**config.mk**
```make
export PLATFORM = sky130hd
export DESIGN_NAME = seven_segment_display_driver
export DESIGN_NICKNAME = d
export VERILOG_FILES = /design/src/rtl/seven_seg_pkg.sv /design/src/rtl/seven_segment_glyph.sv /design/src/rtl/seven_segment_display_driver.sv
export SDC_FILE = /design/constraint.sdc
export NUM_CORES = 1
export LEC_CHECK = 0
export ABC_AREA = 0
export BUFFER_PORTS_ARGS = -buffer_cell sky130_fd_sc_hd__buf_2
export CAP_MARGIN = 20
export CORE_UTILIZATION = 32
export CTS_BUF_LIST = sky130_fd_sc_hd__clkbuf_8
export DETAILED_ROUTE_END_ITERATION = 6
export HOLD_SLACK_MARGIN = 0.08
export SKIP_LAST_GASP = 1
export SLEW_MARGIN = 15
export SYNTH_ARGS = -nofsm -noshare
export SYNTH_HDL_FRONTEND = slang
export SYNTH_SLANG_ARGS = --single-unit
```
**constraint.sdc**
```tcl
create_clock -name clk -period 3.8 [get_ports clk]
set_clock_uncertainty 0.05 [all_clocks]
set_input_delay 0.19 -clock clk [delete_from_list [all_inputs] [get_ports clk]]
set_output_delay 0.19 -clock clk [all_outputs]
set_load 0.005 [all_outputs]
```
**src/rtl/seven_seg_pkg.sv**
```systemverilog
`default_nettype none
// +----------------------------------------------------------------------------+
// | Module   : seven_seg_pkg                                                   |
// | Purpose  : Shared types and constants for the seven-segment display driver |
// |            - FSM state enum                                                |
// |            - active-high glyph patterns (bit 0..6 = a..g, no dp)           |
// |            - BCD digit width                                               |
// | Revision : 1.0 - initial release                                           |
// +----------------------------------------------------------------------------+
package seven_seg_pkg;

  localparam int BCD_DIGIT_W = 4;

  typedef enum logic [1:0] {
    ST_IDLE    = 2'd0,
    ST_CONVERT = 2'd1,
    ST_UPDATE  = 2'd2
  } state_e;

  // Patterns are {g,f,e,d,c,b,a}, a lit segment is 1.
  localparam logic [6:0] GLYPH_0     = 7'h3F;
  localparam logic [6:0] GLYPH_1     = 7'h06;
  localparam logic [6:0] GLYPH_2     = 7'h5B;
  localparam logic [6:0] GLYPH_3     = 7'h4F;
  localparam logic [6:0] GLYPH_4     = 7'h66;
  localparam logic [6:0] GLYPH_5     = 7'h6D;
  localparam logic [6:0] GLYPH_6     = 7'h7D;
  localparam logic [6:0] GLYPH_7     = 7'h07;
  localparam logic [6:0] GLYPH_8     = 7'h7F;
  localparam logic [6:0] GLYPH_9     = 7'h6F;
  localparam logic [6:0] GLYPH_A     = 7'h77;
  localparam logic [6:0] GLYPH_B     = 7'h7C;
  localparam logic [6:0] GLYPH_C     = 7'h39;
  localparam logic [6:0] GLYPH_D     = 7'h5E;
  localparam logic [6:0] GLYPH_E     = 7'h79;
  localparam logic [6:0] GLYPH_F     = 7'h71;
  localparam logic [6:0] GLYPH_DASH  = 7'h40;
  localparam logic [6:0] GLYPH_BLANK = 7'h00;

endpackage
`default_nettype wire

```
**src/rtl/seven_segment_glyph.sv**
```systemverilog
`default_nettype none
// +----------------------------------------------------------------------------+
// | Module   : seven_segment_glyph                                             |
// | Purpose  : Combinational nibble-to-glyph decoder for one display digit     |
// | Ports    : nibble   in  4  digit value                                     |
// |            hex_mode in  1  1 = show A..F, 0 = decimal only                 |
// |            blank    in  1  force digit dark                                |
// |            dash     in  1  show a dash (wins over blank)                   |
// |            glyph    out 7  active-high segments a..g                       |
// | Revision : 1.0 - initial release                                           |
// +----------------------------------------------------------------------------+
module seven_segment_glyph
  import seven_seg_pkg::*;
(
  input  logic [3:0] nibble,
  input  logic       hex_mode,
  input  logic       blank,
  input  logic       dash,
  output logic [6:0] glyph
);

  always_comb begin
    glyph = GLYPH_BLANK;
    if (dash) begin
      glyph = GLYPH_DASH;
    end else if (!blank) begin
      case (nibble)
        4'h0:    glyph = GLYPH_0;
        4'h1:    glyph = GLYPH_1;
        4'h2:    glyph = GLYPH_2;
        4'h3:    glyph = GLYPH_3;
        4'h4:    glyph = GLYPH_4;
        4'h5:    glyph = GLYPH_5;
        4'h6:    glyph = GLYPH_6;
        4'h7:    glyph = GLYPH_7;
        4'h8:    glyph = GLYPH_8;
        4'h9:    glyph = GLYPH_9;
        // Letters only make sense in hex mode; a decimal digit never
        // exceeds 9, so this is purely defensive.
        4'hA:    glyph = hex_mode ? GLYPH_A : GLYPH_BLANK;
        4'hB:    glyph = hex_mode ? GLYPH_B : GLYPH_BLANK;
        4'hC:    glyph = hex_mode ? GLYPH_C : GLYPH_BLANK;
        4'hD:    glyph = hex_mode ? GLYPH_D : GLYPH_BLANK;
        4'hE:    glyph = hex_mode ? GLYPH_E : GLYPH_BLANK;
        default: glyph = hex_mode ? GLYPH_F : GLYPH_BLANK;
      endcase
    end
  end

endmodule
`default_nettype wire

```
**src/rtl/seven_segment_display_driver.sv**
```systemverilog
`default_nettype none
// +----------------------------------------------------------------------------+
// | Module   : seven_segment_display_driver                                    |
// | Purpose  : Multi-digit seven-segment driver. Accepts a binary value over a |
// |            valid/ready handshake, converts it to BCD one bit per clock     |
// |            (shift-add-3) or uses hex nibbles directly, and drives          |
// |            registered glyphs with leading-zero blanking, decimal points,   |
// |            overflow dashes and optional blinking.                          |
// | Ports    : clk, reset (async, active-high)                                 |
// |            value_in/value_valid/value_ready  value handshake               |
// |            hex_mode, blank_lz, dp_in         sampled on accept             |
// |            blink_en                          live blink enable             |
// |            overflow                          last value not representable  |
// |            segments                          digit i at [8i+7:8i], bit7=dp |
// | Revision : 1.0 - initial release                                           |
// +----------------------------------------------------------------------------+
module seven_segment_display_driver
  import seven_seg_pkg::*;
#(
  parameter int NUM_DIGITS = 6,
  parameter int DATA_WIDTH = 20,
  parameter int ACTIVE_LOW = 1,
  parameter int BLINK_DIV  = 24
) (
  input  logic                    clk,
  input  logic                    reset,
  input  logic [DATA_WIDTH-1:0]   value_in,
  input  logic                    value_valid,
  output logic                    value_ready,
  input  logic                    hex_mode,
  input  logic                    blank_lz,
  input  logic [NUM_DIGITS-1:0]   dp_in,
  input  logic                    blink_en,
  output logic                    overflow,
  output logic [8*NUM_DIGITS-1:0] segments
);

  localparam int BCD_W = BCD_DIGIT_W * NUM_DIGITS;
  localparam int EXT_W = (DATA_WIDTH > BCD_W) ? DATA_WIDTH : BCD_W;
  localparam int CNT_W = $clog2(DATA_WIDTH + 1);

  state_e                         state_q, state_d;
  logic [BCD_W-1:0]               bcd_q, bcd_d;
  logic [DATA_WIDTH-1:0]          bin_q, bin_d;
  logic [CNT_W-1:0]               cnt_q, cnt_d;
  logic                           sticky_q, sticky_d;
  logic                           hex_mode_q, hex_mode_d;
  logic                           blank_lz_q, blank_lz_d;
  logic [NUM_DIGITS-1:0]          dp_q, dp_d;
  logic                           overflow_q, overflow_d;
  logic [NUM_DIGITS-1:0][7:0]     glyph_q, glyph_d;
  logic [BLINK_DIV-1:0]           blink_q, blink_d;

  logic [EXT_W-1:0]               w_value_ext;
  logic [BCD_W-1:0]               w_bcd_adj;
  logic [NUM_DIGITS-1:0]          w_blank;
  logic [NUM_DIGITS-1:0][6:0]     w_glyph;
  logic                           w_zero_run;
  logic                           w_dark;

  assign value_ready = (state_q == ST_IDLE);
  assign overflow    = overflow_q;

  // Zero-extend so the hex path works whether the value is wider or
  // narrower than the digit field.
  always_comb begin
    w_value_ext                 = '0;
    w_value_ext[DATA_WIDTH-1:0] = value_in;
  end

  // Shift-add-3 correction: any digit >= 5 would become >= 10 after the
  // doubling shift, so bias it by 3 to make the carry land in the next digit.
  for (genvar i = 0; i < NUM_DIGITS; i++) begin : g_add3
    assign w_bcd_adj[BCD_DIGIT_W*i +: BCD_DIGIT_W] =
      (bcd_q[BCD_DIGIT_W*i +: BCD_DIGIT_W] >= 4'd5) ?
      (bcd_q[BCD_DIGIT_W*i +: BCD_DIGIT_W] + 4'd3) :
       bcd_q[BCD_DIGIT_W*i +: BCD_DIGIT_W];
  end

  // A digit is blanked when it and every digit above it are zero.
  // Digit 0 always stays visible so a zero value still shows "0".
  always_comb begin
    w_blank    = '0;
    w_zero_run = 1'b1;
    for (int i = NUM_DIGITS - 1; i >= 0; i--) begin
      w_zero_run = w_zero_run & (bcd_q[BCD_DIGIT_W*i +: BCD_DIGIT_W] == 4'd0);
      w_blank[i] = blank_lz_q & w_zero_run & (i != 0);
    end
  end

  for (genvar i = 0; i < NUM_DIGITS; i++) begin : g_digit
    seven_segment_glyph u_glyph (
      .nibble   (bcd_q[BCD_DIGIT_W*i +: BCD_DIGIT_W]),
      .hex_mode (hex_mode_q),
      .blank    (w_blank[i]),
      .dash     (sticky_q),
      .glyph    (w_glyph[i])
    );
  end

  // Next-state and datapath
  always_comb begin
    state_d    = state_q;
    bcd_d      = bcd_q;
    bin_d      = bin_q;
    cnt_d      = cnt_q;
    sticky_d   = sticky_q;
    hex_mode_d = hex_mode_q;
    blank_lz_d = blank_lz_q;
    dp_d       = dp_q;
    overflow_d = overflow_q;
    glyph_d    = glyph_q;
    blink_d    = blink_q + 1'b1;

    case (state_q)
      ST_IDLE: begin
        if (value_valid) begin
          hex_mode_d = hex_mode;
          blank_lz_d = blank_lz;
          dp_d       = dp_in;
          if (hex_mode) begin
            // Hex nibbles go straight into the digit register; the sticky
            // flag doubles as the hex overflow so UPDATE is mode-agnostic.
            bcd_d    = w_value_ext[BCD_W-1:0];
            sticky_d = |(w_value_ext >> BCD_W);
            state_d  = ST_UPDATE;
          end else begin
            bcd_d    = '0;
            bin_d    = value_in;
            cnt_d    = CNT_W'(DATA_WIDTH);
            sticky_d = 1'b0;
            state_d  = ST_CONVERT;
          end
        end
      end

      ST_CONVERT: begin
        // A bit leaving the top digit means the value needs more digits
        // than the display has.
        sticky_d = sticky_q | w_bcd_adj[BCD_W-1];
        bcd_d    = {w_bcd_adj[BCD_W-2:0], bin_q[DATA_WIDTH-1]};
        bin_d    = {bin_q[DATA_WIDTH-2:0], 1'b0};
        cnt_d    = cnt_q - 1'b1;
        if (cnt_q == CNT_W'(1)) begin
          state_d = ST_UPDATE;
        end
      end

      ST_UPDATE: begin
        for (int i = 0; i < NUM_DIGITS; i++) begin
          glyph_d[i] = {dp_q[i], w_glyph[i]};
        end
        overflow_d = sticky_q;
        state_d    = ST_IDLE;
      end

      default: state_d = ST_IDLE;
    endcase
  end

  always_ff @(posedge clk or posedge reset) begin
    if (reset) begin
      state_q    <= ST_IDLE;
      bcd_q      <= '0;
      bin_q      <= '0;
      cnt_q      <= '0;
      sticky_q   <= 1'b0;
      hex_mode_q <= 1'b0;
      blank_lz_q <= 1'b0;
      dp_q       <= '0;
      overflow_q <= 1'b0;
      glyph_q    <= {NUM_DIGITS{1'b0, GLYPH_BLANK}};
      blink_q    <= '0;
    end else begin
      state_q    <= state_d;
      bcd_q      <= bcd_d;
      bin_q      <= bin_d;
      cnt_q      <= cnt_d;
      sticky_q   <= sticky_d;
      hex_mode_q <= hex_mode_d;
      blank_lz_q <= blank_lz_d;
      dp_q       <= dp_d;
      overflow_q <= overflow_d;
      glyph_q    <= glyph_d;
      blink_q    <= blink_d;
    end
  end

  // Blinking only masks the output; the glyph registers keep their content.
  assign w_dark = blink_en & blink_q[BLINK_DIV-1];

  for (genvar i = 0; i < NUM_DIGITS; i++) begin : g_out
    logic [7:0] w_lit;
    assign w_lit = w_dark ? 8'h00 : glyph_q[i];
    assign segments[8*i +: 8] = (ACTIVE_LOW != 0) ? ~w_lit : w_lit;
  end

endmodule
`default_nettype wire

```
## Yosys cells after proc, flatten, opt, wreduce, memory -nomap -nowiden

Index checks and enable logic that the tools add are counted.
W data, S select, Z words.

| word-level totals | value |
|---|---|
| input bits | 32 |
| word-level logic and storage cells | 199 |
| register bits | 133 |
| output and inout port bits | 50 |

| cells by class | value |
|---|---|
| $add $sub $neg | 8 |
| equal/unequal tests | 90 |
| reductions and logical operators | 12 |
| bitwise logic cells | 17 |
| order comparisons | 6 |
| muxes and demuxes | 50 |

Operators by type and width:

| operator | number |
|---|---|
| $pmux W7 S15 | 6 |
| $eq A4 B4 Y1 const B | 42 |
| $mux W7 | 16 |
| $eq A4 B3 Y1 const B | 24 |
| $mux W20 | 3 |
| $eq A4 B2 Y1 const B | 12 |
| $mux W8 | 6 |
| $not A8 Y8 | 6 |
| $pmux W24 S2 | 1 |
| $pmux W20 S2 | 1 |
| $add A24 B1 Y24 const B | 1 |
| $add A4 B2 Y4 const B | 6 |
| $eq A4 B1 Y1 const B | 6 |
| $ge A4 B3 Y1 const B | 6 |
| $logic_not A4 Y1 | 6 |
| $mux W24 | 1 |
| $mux W4 | 6 |
| $and A1 B1 Y1 | 10 |
| $mux W5 | 2 |
| $pmux W5 S2 | 1 |
| $mux W2 | 3 |
| $mux W6 | 1 |
| $ne A2 B2 Y1 const B | 3 |
| $reduce_and A2 Y1 | 3 |
| other kinds (11) | 11 |

## Longest topological paths before layout

Gate-level depths: netlist (run 1).

| logic depth | value |
|---|---|
| depth in word-level cells | 8 |
| depth in mapped cells | 8 |
| depth with buffers taken out | 7 |

## By module

A second synthesis (run 1) with hierarchy kept.

| second synthesis, totals | value |
|---|---|
| cell total of the unflattened synthesis | 925 |
| area, all modules | 8309.2 um2 |

Modules (own cells, without submodules):

| module | cells each | area an instance (um2) | times used |
|---|---|---|---|
| seven_segment_display_driver | 577 | 6342.3 | 1 |
| seven_segment_glyph | 58 | 327.8 | 6 |

## Worst setup path after synthesis (run 1)

No wires, ideal clock.

| path | value |
|---|---|
| path kind | register to register |
| start point | reg bcd_q[12] |
| end point | reg glyph_q[30] (netlist bit) |
| path buffers | 1 |
| slack | 1.852 ns |
| stages on the path, launching flop included | 9 |
| setup time | 0.122 ns |
| data arrival time | 1.776 ns |
| required time | 3.628 ns |
| clock period less this slack | 1.948 ns |
| cell sequence | dfrtp_1 > inv_1 > ha_1 > buf_6 > nor3_1 > a211oi_2 > or3_1 > nor3_1 > nor2_1 |

| on the way | value |
|---|---|
| cells in the longest elaborated chain, start to end | 5 |
| elaborated cells on any way between the ends | 20 |
| classes of those cells | eq/ne (14); mux (3); bitwise (2); reduce/logical (1) |

Ends and longest elaborated chain:

| item | RTL line | RTL |
|---|---|---|
| start: declaration | seven_segment_display_driver.sv:43 | `logic [BCD_W-1:0] bcd_q, bcd_d;` |
| start signal: assignment | seven_segment_display_driver.sv:164 | `bcd_q <= '0;` |
| start signal: assignment | seven_segment_display_driver.sv:176 | `bcd_q <= bcd_d;` |
| parallel branches: the longest is 3 deep, another holds $pmux W7 S15 | -- |  |
| $mux W7 (*) | seven_segment_glyph.sv:26 | `end else if (!blank) begin` |
| $mux W7 (*) | seven_segment_glyph.sv:24 | `if (dash) begin` |
| end signal: assignment | seven_segment_display_driver.sv:172 | `glyph_q <= {NUM_DIGITS{1'b0, GLYPH_BLANK}};` |
| end signal: assignment | seven_segment_display_driver.sv:184 | `glyph_q <= glyph_d;` |
| end: declaration | seven_segment_display_driver.sv:51 | `logic [NUM_DIGITS-1:0][7:0] glyph_q, glyph_d;` |

Every way passes the cells marked *.
A chain may end at the register's enable or synchronous reset.

## Final worst setup path (run 1)

| path | value |
|---|---|
| start point | reg bcd_q[8] |
| end point | reg glyph_q[20] (netlist bit) |

Same word-level chain as after synthesis.

==> results.json, run 1 <==
{
  "status": "complete, no violations",
  "critPathKind": "register to register",
  "synth_xor_area_share_pct": 3.34,
  "end_kind": "register",
  "r2r_end": "glyph_q[20]$_DFFE_PP0N_",
  "muxShareOfSynthArea_pct": 4.31,
  "critPathMaxStageDelay_ns": 0.48,
  "diodes": 0,
  "clock-sinks": 133,
  "rows": 58,
  "timing.fmax_ghz": 0.432,
  "grt_max_degree": 94,
  "worstPathArrival_ns": 2.61,
  "cp_max_fo": 11,
  "path_cells": "inv_1, ha_1, or3_1, a21oi_1, a2111oi_0, o31ai_1",
  "cts_tree": "yes",
  "route.detailed.drc": 0,
  "syn_nets": 1052,
  "ant_nets": 0,
  "antenna_found_initial": 1,
  "cts-htree-levels": 4,
  "ff2ff_path_depth": 6,
  "hpwl_um": 14800,
  "postLayoutSetupSlackWorst_ns": 1.48,
  "ios": 82,
  "synthArstFlopShare_pct": 100,
  "relSlewSlack_pct": 40.3,
  "die_y_um": 164,
  "r2r_slack_ns": 1.48,
  "final-seq-area_um2": 3330,
  "min_to": "state_q[1]$_DFFE_PP0P_",
  "setup_viol": 0,
  "ctsResizeCount": 0,
  "synthSimpleGateAreaFrac_pct": 20.0,
  "postSynthCellCount": 989,
  "drtPass1Iterations": 5,
  "ys_ff_latch": 133,
  "grt_pass1_wl_um": 35200,
  "cp.required_ns": 4.10,
  "slowest_stage": "or3_1",
  "coreArea_um2": 25500,
  "post_synth_fa_ha_maj_area_fraction_pct": 4.62,
  "grt_overflow": 0,
  "final_area_um2": 9570,
  "crit_family": "compound AO/OA/AOI/OAI gates",
  "clk_path_buf_depth": 2,
  "synth_top_family_by_area": "compound AO/OA/AOI/OAI gates",
  "max-cap-violations": 0,
  "synth_area_leaders": "dfrtp_1, nand2_1, o21ai_0, ha_1, mux2i_1",
  "hold_path_depth": 3,
  "hp-start": "hex_mode",
  "start_util_pct": 32.9,
  "area_growth_pct": 14.1,
  "drt_iter0_markers": 554,
  "insertion_delay_ns": 0.45,
  "gp_congestion": 0.856,
  "syn_area_per_cell_um2": 8.48,
  "final.setup.tns_ns": 0,
  "cp.buffers_inverters": 1,
  "synth_area_um2": 8390,
  "timing.hold.ws_ns": 0.171,
  "ys_types": 79,
  "grt_pass1_vias": 6809,
  "start_kind": "register",
  "final_util_pct": 37.6,
  "clock-root-buffer": "clkbuf_8",
  "synth_top_flop_cell": "dfrtp_1",
  "die_x_um": 164,
  "clk_pin_slew_worst_paths_ns": 0.08,
  "dp_slack_ns": 1.55,
  "worst_pin_slew_ns": 0.896,
  "cts_buffers": 17,
  "fin_crit_sh_pct": 60.9,
  "synth_edf_count": 0,
  "rsz0062_at_grt": "no",
  "powerDensity_nw_per_um2": 797,
  "leakage_uw": 0.00418,
  "reg2reg_from": "bcd_q[8]$_DFFE_PP0P_",
  "routed_wl_um": 21400,
  "synth-compound-area-share_pct": 21.4,
  "die_area_um2": 26900,
  "viasPerCell": 5.26,
  "port_buffers": 81,
  "layout-drive-gt1-share_pct": 14.4,
  "nets": 1113,
  "hold_path.class": "primary input to register",
  "yosysWarnings": 0,
  "finalHoldViolCount": 0,
  "multi_input_area_um2": 4520,
  "avgRoutedWirePerCell_um": 15.3,
  "ir_drop_v": 0.000237,
  "place_area_um2": 8880,
  "track_usage_pct": 16.5,
  "yosysTopAreaCell": "dfrtp_1",
  "via_count": 7331,
  "period_minus_slack_ns": 2.32,
  "fillers": 2625,
  "post-cts-setup-buffer-count": 0,
  "yosysSeqAreaShare_pct": 39.7,
  "drv_slew": 0,
  "netlist.area_leader.share_pct": 39.7
}
[cells by family after synthesis]
group,Yosys count
simple gates,361
compound gates,283
mux,35
fa+ha+maj,31
flops,133
xor+xnor,32
buf+inv,114
[per-stage QoR]
step | total power (uW) | std cells
2_1_floorplan | 5410 | 989
3_3_place_gp | 6330 | 1332
3_5_place_dp | 6360 | 1332
4_1_cts | 7640 | 1393
5_1_grt | 8310 | 1393
6_report | 7620 | 1393
[what timing repair did]
action | CTS | global route
endpoints found under the hold margin | 131 | 0
endpoints found under the setup margin | 0 | 0
hold buffers | 29 | 0
[registers in the layout (all words and copies together), names as in the netlist]
name,cells
cnt_q,5
blink_q,24
hex_mode_q,1
bin_q,20
sticky_q,1
overflow,1
dp_q,6
state_q,2
bcd_q,24
blank_lz_q,1
glyph_q,48
[cell type report]
cell class / count / share of cell area [%]
Multi-Input combinational cell: 742 / 47.2
Sequential cell: 133 / 34.8
Timing Repair Buffer: 120 / 8.05
Tap cell: 330 / 4.31
Clock buffer: 17 / 2.44
Clock inverter: 15 / 1.74
Inverter: 36 / 1.46
[layer usage]
layer  track usage [%]  share of wire, %  vias up
li1                  -                 -     3604
met4              5.26               1.7        2
met1              24.6                52     3501
met5                 0             0.047        -
met2              24.1                42      195
met3              2.73               4.4       29
[how the worst max path moves through the flow]
| stage | startpoint | to | slack (ns) | cells after the start |
|---|---|---|---|---|
| 2_1_floorplan | reset | bcd_q[0]$_DFFE_PP0P_ | 0.006 | 1 |
| 3_3_place_gp | bcd_q[8]$_DFFE_PP0P_ | glyph_q[20]$_DFFE_PP0N_ | 1.61 | 6 |
| 3_5_place_dp | bcd_q[8]$_DFFE_PP0P_ | glyph_q[21]$_DFFE_PP0N_ | 1.55 | 6 |
| 4_1_cts | bcd_q[8]$_DFFE_PP0P_ | glyph_q[21]$_DFFE_PP0N_ | 1.52 | 6 |
| 5_1_grt | bcd_q[8]$_DFFE_PP0P_ | glyph_q[20]$_DFFE_PP0N_ | 1.37 | 6 |
| 6_report | bcd_q[8]$_DFFE_PP0P_ | glyph_q[20]$_DFFE_PP0N_ | 1.48 | 6 |
[cell usage after synthesis (all sizes together) (12+ instances only)]
library cell,number
nand2,185
ha,31
inv,34
buf,37
xnor2,28
a211oi,12
o21ai,107
nand2b,14
dfrtp,133
clkbuf,41
nand3,18
mux2i,26
nor2,58
a21oi,51
nor3,23
a31oi,17
[where the power goes]
group | total [uW] | internal (uW) | switching [uW]
Clock | 1230 | 598 | 637
Sequential | 2500 | 1920 | 575
Combinational | 3890 | 1600 | 2290
Total | 7620 | 4120 | 3500
[worst reg2reg max path, stage by stage (launching register included)]
cell and delay [ns]:
dfrtp_1 0.45, inv_1 0.11, ha_1 0.36, or3_1 0.48, a21oi_1 0.36, a2111oi_0 0.16, o31ai_1 0.24
[layout by cell type (no fill, tap or decap), types with 4 or more instances in the layout]
cell,netlist,layout
nand2_1,184,184
dfrtp_1,133,133
o21ai_0,91,91
buf_2,25,81
nor2_1,56,56
a21oi_1,51,51
inv_1,32,32
ha_1,31,31
dlygate4sd3_1,0,29
xnor2_1,28,28
mux2i_1,26,26
nor3_1,23,23
nand3_1,18,18
a31oi_1,17,17
clkbuf_8,5,17
o21ai_1,15,15
nand2b_1,14,13
o22ai_1,11,11
a211oi_1,11,11
buf_4,5,10
mux2_2,9,9
a22oi_1,9,9
inv_6,0,8
nor2b_1,8,7
and3_1,7,7
nand4_1,7,7
a32oi_1,7,7
or3_1,6,6
and2_1,6,6
a2111oi_0,6,6
o31ai_1,6,6
o211ai_1,6,6
o211a_1,5,5
a22o_1,5,5
nor4_1,5,5
o21a_1,5,5
a221oi_1,4,4
a311oi_1,4,4
and4_1,4,4
xor2_1,4,4
(Power assumes the default switching activity.)
==> run 2, diff against run 1 <==
--- a/config.mk
+++ b/config.mk
@@ -5,7 +5,7 @@
 export SDC_FILE = /design/constraint.sdc
 export NUM_CORES = 1
 export LEC_CHECK = 0
-export ABC_AREA = 0
+export ABC_AREA = 1
 export BUFFER_PORTS_ARGS = -buffer_cell sky130_fd_sc_hd__buf_2
 export CAP_MARGIN = 20
 export CORE_UTILIZATION = 32
==> constraint.sdc (replaced) <==
create_clock -name clk -period 2 [get_ports clk]
set_clock_uncertainty 0.05 [all_clocks]
set_input_delay 0.1 -clock clk [delete_from_list [all_inputs] [get_ports clk]]
set_output_delay 0.1 -clock clk [all_outputs]
set_load 0.005 [all_outputs]
==> results.json, run 2 <==
{
  "status": "finished with violations",
  "violations": "DRC",
  "startpoint": "bcd_q[0]$_DFFE_PP0P_",
  "final_area_um2": 10300,
  "gp_congestion": 0.885,
  "coreArea_um2": 26300,
  "avgRoutedWirePerCell_um": 13.8,
  "start_util_pct": 33.0,
  "max-cap-violations": 0,
  "synth_area_leaders": "dfrtp_1, nand2_1, nand3_1, inv_1, o21ai_0",
  "largest_reg_flops": 48,
  "layout_commonest_cell": "nand2_1",
  "port_buffers": 81,
  "routed_wl_um": 22900,
  "synth_area_um2": 8670,
  "antenna_found_initial": 0,
  "yosysSeqAreaShare_pct": 38.4,
  "nets": 1373,
  "ir_drop_v": 0.000513,
  "critPathMaxStageDelay_ns": 0.42,
  "rows": 59,
  "syn_nets": 1261,
  "clk_path_buf_depth": 2,
  "worstPathArrival_ns": 2.16,
  "period_minus_slack_ns": 1.88,
  "hpwl_um": 17000,
  "clk_pin_slew_worst_paths_ns": 0.09,
  "grt_overflow": 0,
  "fillers": 2776,
  "drtPass1Iterations": 7,
  "start_kind": "register",
  "postSynthCellCount": 1198,
  "cp.buffers_inverters": 2,
  "path_cells": "inv_1, ha_1, nand2_1, o22ai_2, inv_1, nand3_1, o21ai_0, nand2_1, o21ai_0",
  "final_util_pct": 39.3,
  "critPathKind": "register to register",
  "reg2reg_from": "bcd_q[0]$_DFFE_PP0P_",
  "die_y_um": 167,
  "layout_common_cells": "nand2_1, dfrtp_1, inv_1",
  "layout.cells.non_filler": 1658,
  "yosysMostFrequentCell": "nand2_1",
  "viasPerCell": 4.92,
  "synth_edf_count": 0,
  "diodes": 0,
  "relSlewSlack_pct": 62.8,
  "rsz0062_at_grt": "yes",
  "worst_pin_slew_ns": 0.557,
  "reg_top3": "glyph_q x48, bcd_q x24, blink_q x24",
  "setup_viol": 0,
  "timing.hold.ws_ns": 0.174,
  "insertion_delay_ns": 0.46,
  "finalHoldViolCount": 0,
  "final.setup.tns_ns": 0,
  "multi_input_area_um2": 4710,
  "dp.cells": 1592,
  "top_register": "glyph_q",
  "grt_pass1_vias": 7595,
  "ant_nets": 0,
  "clock-sinks": 133,
  "place_area_um2": 9490,
  "drt_iter0_markers": 555,
  "powerDensity_nw_per_um2": 1570,
  "drv_slew": 0,
  "timing.fmax_ghz": 0.532,
  "ios": 82,
  "cp.required_ns": 2.28,
  "die_area_um2": 27800,
  "yosysTopAreaCell": "dfrtp_1",
  "netlist.area_leader.share_pct": 38.4,
  "syn_area_per_cell_um2": 7.24,
  "hold_path.class": "primary input to register",
  "synth_top_flop_cell": "dfrtp_1",
  "cp_max_fo": 6,
  "end_kind": "register",
  "area_growth_pct": 19.2,
  "grt_max_degree": 68,
  "grt_pass1_wl_um": 38100,
  "fin_crit_sh_pct": 93.9,
  "die_x_um": 167,
  "yosysWarnings": 0,
  "ys_types": 45,
  "synthArstFlopShare_pct": 100,
  "clock-root-buffer": "clkbuf_8",
  "hp-start": "value_valid",
  "crit_family": "flip-flops",
  "route.detailed.drc": 5,
  "cts-htree-levels": 4,
  "slowest_stage": "dfrtp_1",
  "cts_tree": "yes",
  "final-seq-area_um2": 3330,
  "track_usage_pct": 16.8,
  "ys_ff_latch": 133,
  "cts_buffers": 17,
  "layout-drive-gt1-share_pct": 17.7,
  "synth.top_cells.by_count": "nand2_1, dfrtp_1, inv_1",
  "leakage_uw": 0.00531,
  "via_count": 8151
}
run 2: what timing repair did:
| action | CTS | global route |
|---|---|---|
| resized for setup | 0 | 33 |
| buffers inserted | 0 | 4 |
| endpoints found under the setup margin | 0 | 41 |
| hold endpoints to repair | 179 | 0 |
| hold buffers | 29 | 0 |
run 2: cells by family (layout without fill, tap and decap cells):
logic type               count (synthesis)  in the layout  share of synthesized area (%)
AO/OA/AOI/OAI                          186            186                           12.5
XOR/XNOR                                30             30                           3.03
adder cells (fa/ha/maj)                 31             31                           4.47
buffers and inverters                  179            303                           8.40
flip-flops                             133            133                           38.4
AND/OR/NAND/NOR                        639            640                           33.2
run 2: area by class of cell:
cell class              instances  share of cell area (%)
clock buffers                  17                    2.27
clock inverters                15                    1.76
inverters                     133                    4.92
multi-input cells             887                    45.6
flip-flops and latches        133                    32.3
well taps                     335                    4.06
repair buffers                138                    9.13
run 2: final timing paths:
check	to	slack, ns	depth (start not counted)
worst min register to register	blink_q[0]$_DFF_PP0_	0.42	1
max in group asynchronous	bcd_q[4]$_DFFE_PP0P_	1.29	4
worst max-delay path	bcd_q[4]$_DFFE_PP0P_	0.12	9
min in group asynchronous	glyph_q[40]$_DFFE_PP0N_	0.25	4
worst max register to register	bcd_q[4]$_DFFE_PP0P_	0.12	9
worst min-delay path	cnt_q[0]$_DFFE_PP0P_	0.17	5
run 2: where the power goes:
part	total (uW)	leakage [uW]	internal, uW	switching, uW
clock	2380	0.000207	1060	1320
combinational	9330	0.00344	3420	5910
sequential	4490	0.00166	3690	801
total	16200	0.00531	8170	8030
run 2: tightest hold or removal path: stages:
cell and delay, ns:
buf_2 0.12, a31oi_2 0.11, buf_4 0.18, nand2_1 0.05
o21ai_0 0.07
run 2: layer usage:
metal | GRT usage (%) | vias up | wire length [um]
li1 | - | 4176 | -
met1 | 24.8 | 3774 | 11900
met2 | 25.1 | 178 | 9790
met3 | 3.07 | 23 | 952
met4 | 4.31 | 0 | 268
met5 | 0 | - | 0
run 2: metrics by stage:
step | setup WS (ns) | power [uW]
final | 0.122 | 16200
after global routing | -0.0203 | 17800
after CTS | 0.0282 | 16000
after detailed placement | 0.0272 | 13500
after global placement | 0.0688 | 13400
after floorplan | 0.191 | 11000
==> run 3, diff against run 2 <==
--- a/config.mk
+++ b/config.mk
@@ -16,4 +16,5 @@
 export SLEW_MARGIN = 15
 export SYNTH_ARGS = -nofsm -noshare
 export SYNTH_HDL_FRONTEND = slang
+export SYNTH_HIERARCHICAL = 1
 export SYNTH_SLANG_ARGS = --single-unit
==> results.json, run 3 <==
{
  "nets": 1466,
  "synth_area_um2": 8900,
  "powerDensity_nw_per_um2": 1540,
  "via_count": 8406,
  "critPathMaxStageDelay_ns": 0.39,
  "critPathKind": "register to register",
  "layout.cells.non_filler": 1797,
  "finalHoldViolCount": 0,
  "min_to": "bcd_q[3]$_DFFE_PP0P_",
  "leakage_uw": 0.00548,
  "die_area_um2": 28500,
  "rsz0062_at_grt": "yes",
  "postSynthCellCount": 1273,
  "cts-htree-levels": 4,
  "slowest_stage": "dfrtp_1",
  "track_usage_pct": 16.6,
  "ff2ff_path_depth": 10,
  "rows": 60,
  "hpwl_um": 16200,
  "crit_family": "simple AND/OR/NAND/NOR gates",
  "port_buffers": 81,
  "die_x_um": 169,
  "reg2reg_from": "bcd_q[16]$_DFFE_PP0P_",
  "dp.cells": 1735,
  "die_y_um": 169,
  "fillers": 2828,
  "ant_nets": 0,
  "cp.depth": 10,
  "clock-sinks": 133,
  "relSlewSlack_pct": 54.6,
  "clk_pin_slew_worst_paths_ns": 0.09,
  "synth_area_leaders": "dfrtp_1, nand2_1, nor2_1, inv_1, mux2_2",
  "route.detailed.drc": 0,
  "grt_max_degree": 68,
  "timing.hold.ws_ns": 0.118,
  "drv_slew": 0,
  "ys_types": 38,
  "layout_common_cells": "nand2_1, nor2_1, inv_1",
  "place_area_um2": 9900,
  "hold_path.class": "primary input to register",
  "synth.top_cells.by_count": "nand2_1, nor2_1, inv_1",
  "worst_pin_slew_ns": 0.678,
  "insertion_delay_ns": 0.45,
  "end_kind": "register",
  "yosysWarnings": 6,
  "grt_pass1_vias": 8141,
  "hp-start": "hex_mode",
  "reg_top3": "glyph_q x48, bcd_q x24, blink_q x24",
  "hold_path_depth": 4,
  "largest_reg_flops": 48,
  "setup_viol": 0,
  "r2r_end": "glyph_q[9]$_DFFE_PP0N_",
  "final_area_um2": 10700,
  "start_kind": "register",
  "diodes": 0,
  "clock-root-buffer": "clkbuf_8",
  "routed_wl_um": 22700,
  "dp_slack_ns": 0.00917,
  "netlist.area_leader.share_pct": 37.4,
  "gp_congestion": 0.897,
  "top_register": "glyph_q",
  "antenna_found_initial": 0,
  "path_cells": "inv_2, ha_4, nand3_4, nor3_4, nand3_4, nor2_4, nor2_1, nand2_2, nor2_1, mux2_2",
  "clk_path_buf_depth": 2,
  "coreArea_um2": 27100,
  "cp_max_fo": 3,
  "synth_top_flop_cell": "dfrtp_1",
  "ys_ff_latch": 133,
  "cp.required_ns": 2.30,
  "yosysMostFrequentCell": "nand2_1",
  "cp.buffers_inverters": 1,
  "grt_pass1_wl_um": 38500,
  "yosysSeqAreaShare_pct": 37.4,
  "final.setup.tns_ns": 0,
  "layout-drive-gt1-share_pct": 17.0,
  "period_minus_slack_ns": 1.87,
  "syn_area_per_cell_um2": 6.99,
  "drtPass1Iterations": 6,
  "worstPathArrival_ns": 2.17,
  "avgRoutedWirePerCell_um": 12.6,
  "synthArstFlopShare_pct": 100,
  "ios": 82,
  "ir_drop_v": 0.000414,
  "r2r_slack_ns": 0.13,
  "synth_edf_count": 0,
  "status": "complete, no violations",
  "viasPerCell": 4.68,
  "drt_iter0_markers": 567,
  "yosysTopAreaCell": "dfrtp_1",
  "cts_buffers": 17,
  "cts_tree": "yes",
  "start_util_pct": 32.8,
  "timing.fmax_ghz": 0.535,
  "layout_commonest_cell": "nand2_1",
  "postLayoutSetupSlackWorst_ns": 0.132,
  "fin_crit_sh_pct": 93.4,
  "grt_overflow": 0,
  "max-cap-violations": 0,
  "area_growth_pct": 20.4
}
-- run 3: power breakdown --
part | switching, uW | internal, uW | leakage, uW | total [uW]
logic | 5680 | 3940 | 0.00364 | 9620
registers | 720 | 3770 | 0.00164 | 4490
clock network | 1140 | 1260 | 0.000201 | 2400
-- run 3: stage by stage --
stage          power (uW)  utilization [%]
6_report            16500             39.5
2_1_floorplan       11400                -
3_3_place_gp        13800             36.5
3_5_place_dp        13900             36.5
5_1_grt             18300             39.5
4_1_cts             16400             39.1
-- run 3: worst register-to-register path: cells and delay by family (launching register included) --
kind                     cells  cell delay, ns
AND/OR/NAND/NOR              7            0.84
flip-flops                   1            0.39
multiplexers                 1            0.25
adder cells (fa/ha/maj)      1            0.14
buffers and inverters        1            0.08
-- run 3: what timing repair did --
action | in CTS | in global routing
endpoints found under the hold margin | 179 | 0
resized for setup | 0 | 20
hold buffers | 29 | 0
setup buffers | 0 | 2
endpoints found under the setup margin | 0 | 21
-- run 3: logic make-up (layout without fill, tap and decap cells) --
logic type      count (synthesis)  after routing  synth area share, %
compound gates                140            140                 8.86
simple gates                  744            744                 34.9
flops                         133            133                 37.4
mux                            45             45                 5.69
buf+inv                       172            323                 8.56
other cells                     1              2               0.0421
fa+ha+maj                      20             20                 2.81
xor+xnor                       18             18                 1.77
-- run 3: area by class of cell --
class	instances	area, um2	share of cell area (%)
clock inverter	12	155	1.45
inverter	143	541	5.04
tap	372	465	4.34
sequential	133	3330	31.1
clock buffer	18	248	2.31
timing repair buffer	150	1080	10.1
multi-input combinational	969	4900	45.7
-- run 3: worst max path at each step --
stage	from	to	slack (ns)
2_1_floorplan	bcd_q[20]$_DFFE_PP0P_	glyph_q[12]$_DFFE_PP0N_	0.15
3_3_place_gp	bcd_q[20]$_DFFE_PP0P_	glyph_q[10]$_DFFE_PP0N_	0.05
3_5_place_dp	bcd_q[21]$_DFFE_PP0P_	glyph_q[10]$_DFFE_PP0N_	0.009
4_1_cts	bcd_q[21]$_DFFE_PP0P_	glyph_q[10]$_DFFE_PP0N_	0.01
5_1_grt	bcd_q[20]$_DFFE_PP0P_	glyph_q[12]$_DFFE_PP0N_	-0.006
6_report	bcd_q[16]$_DFFE_PP0P_	glyph_q[9]$_DFFE_PP0N_	0.13
-- run 3: per-layer routing --
layer | GRT usage [%] | vias up | wire, um
li1 | - | 4342 | -
met5 | 0 | - | 0
met2 | 27.4 | 179 | 10500
met3 | 2.85 | 29 | 920
met1 | 22.1 | 3856 | 10900
met4 | 5.42 | 0 | 391
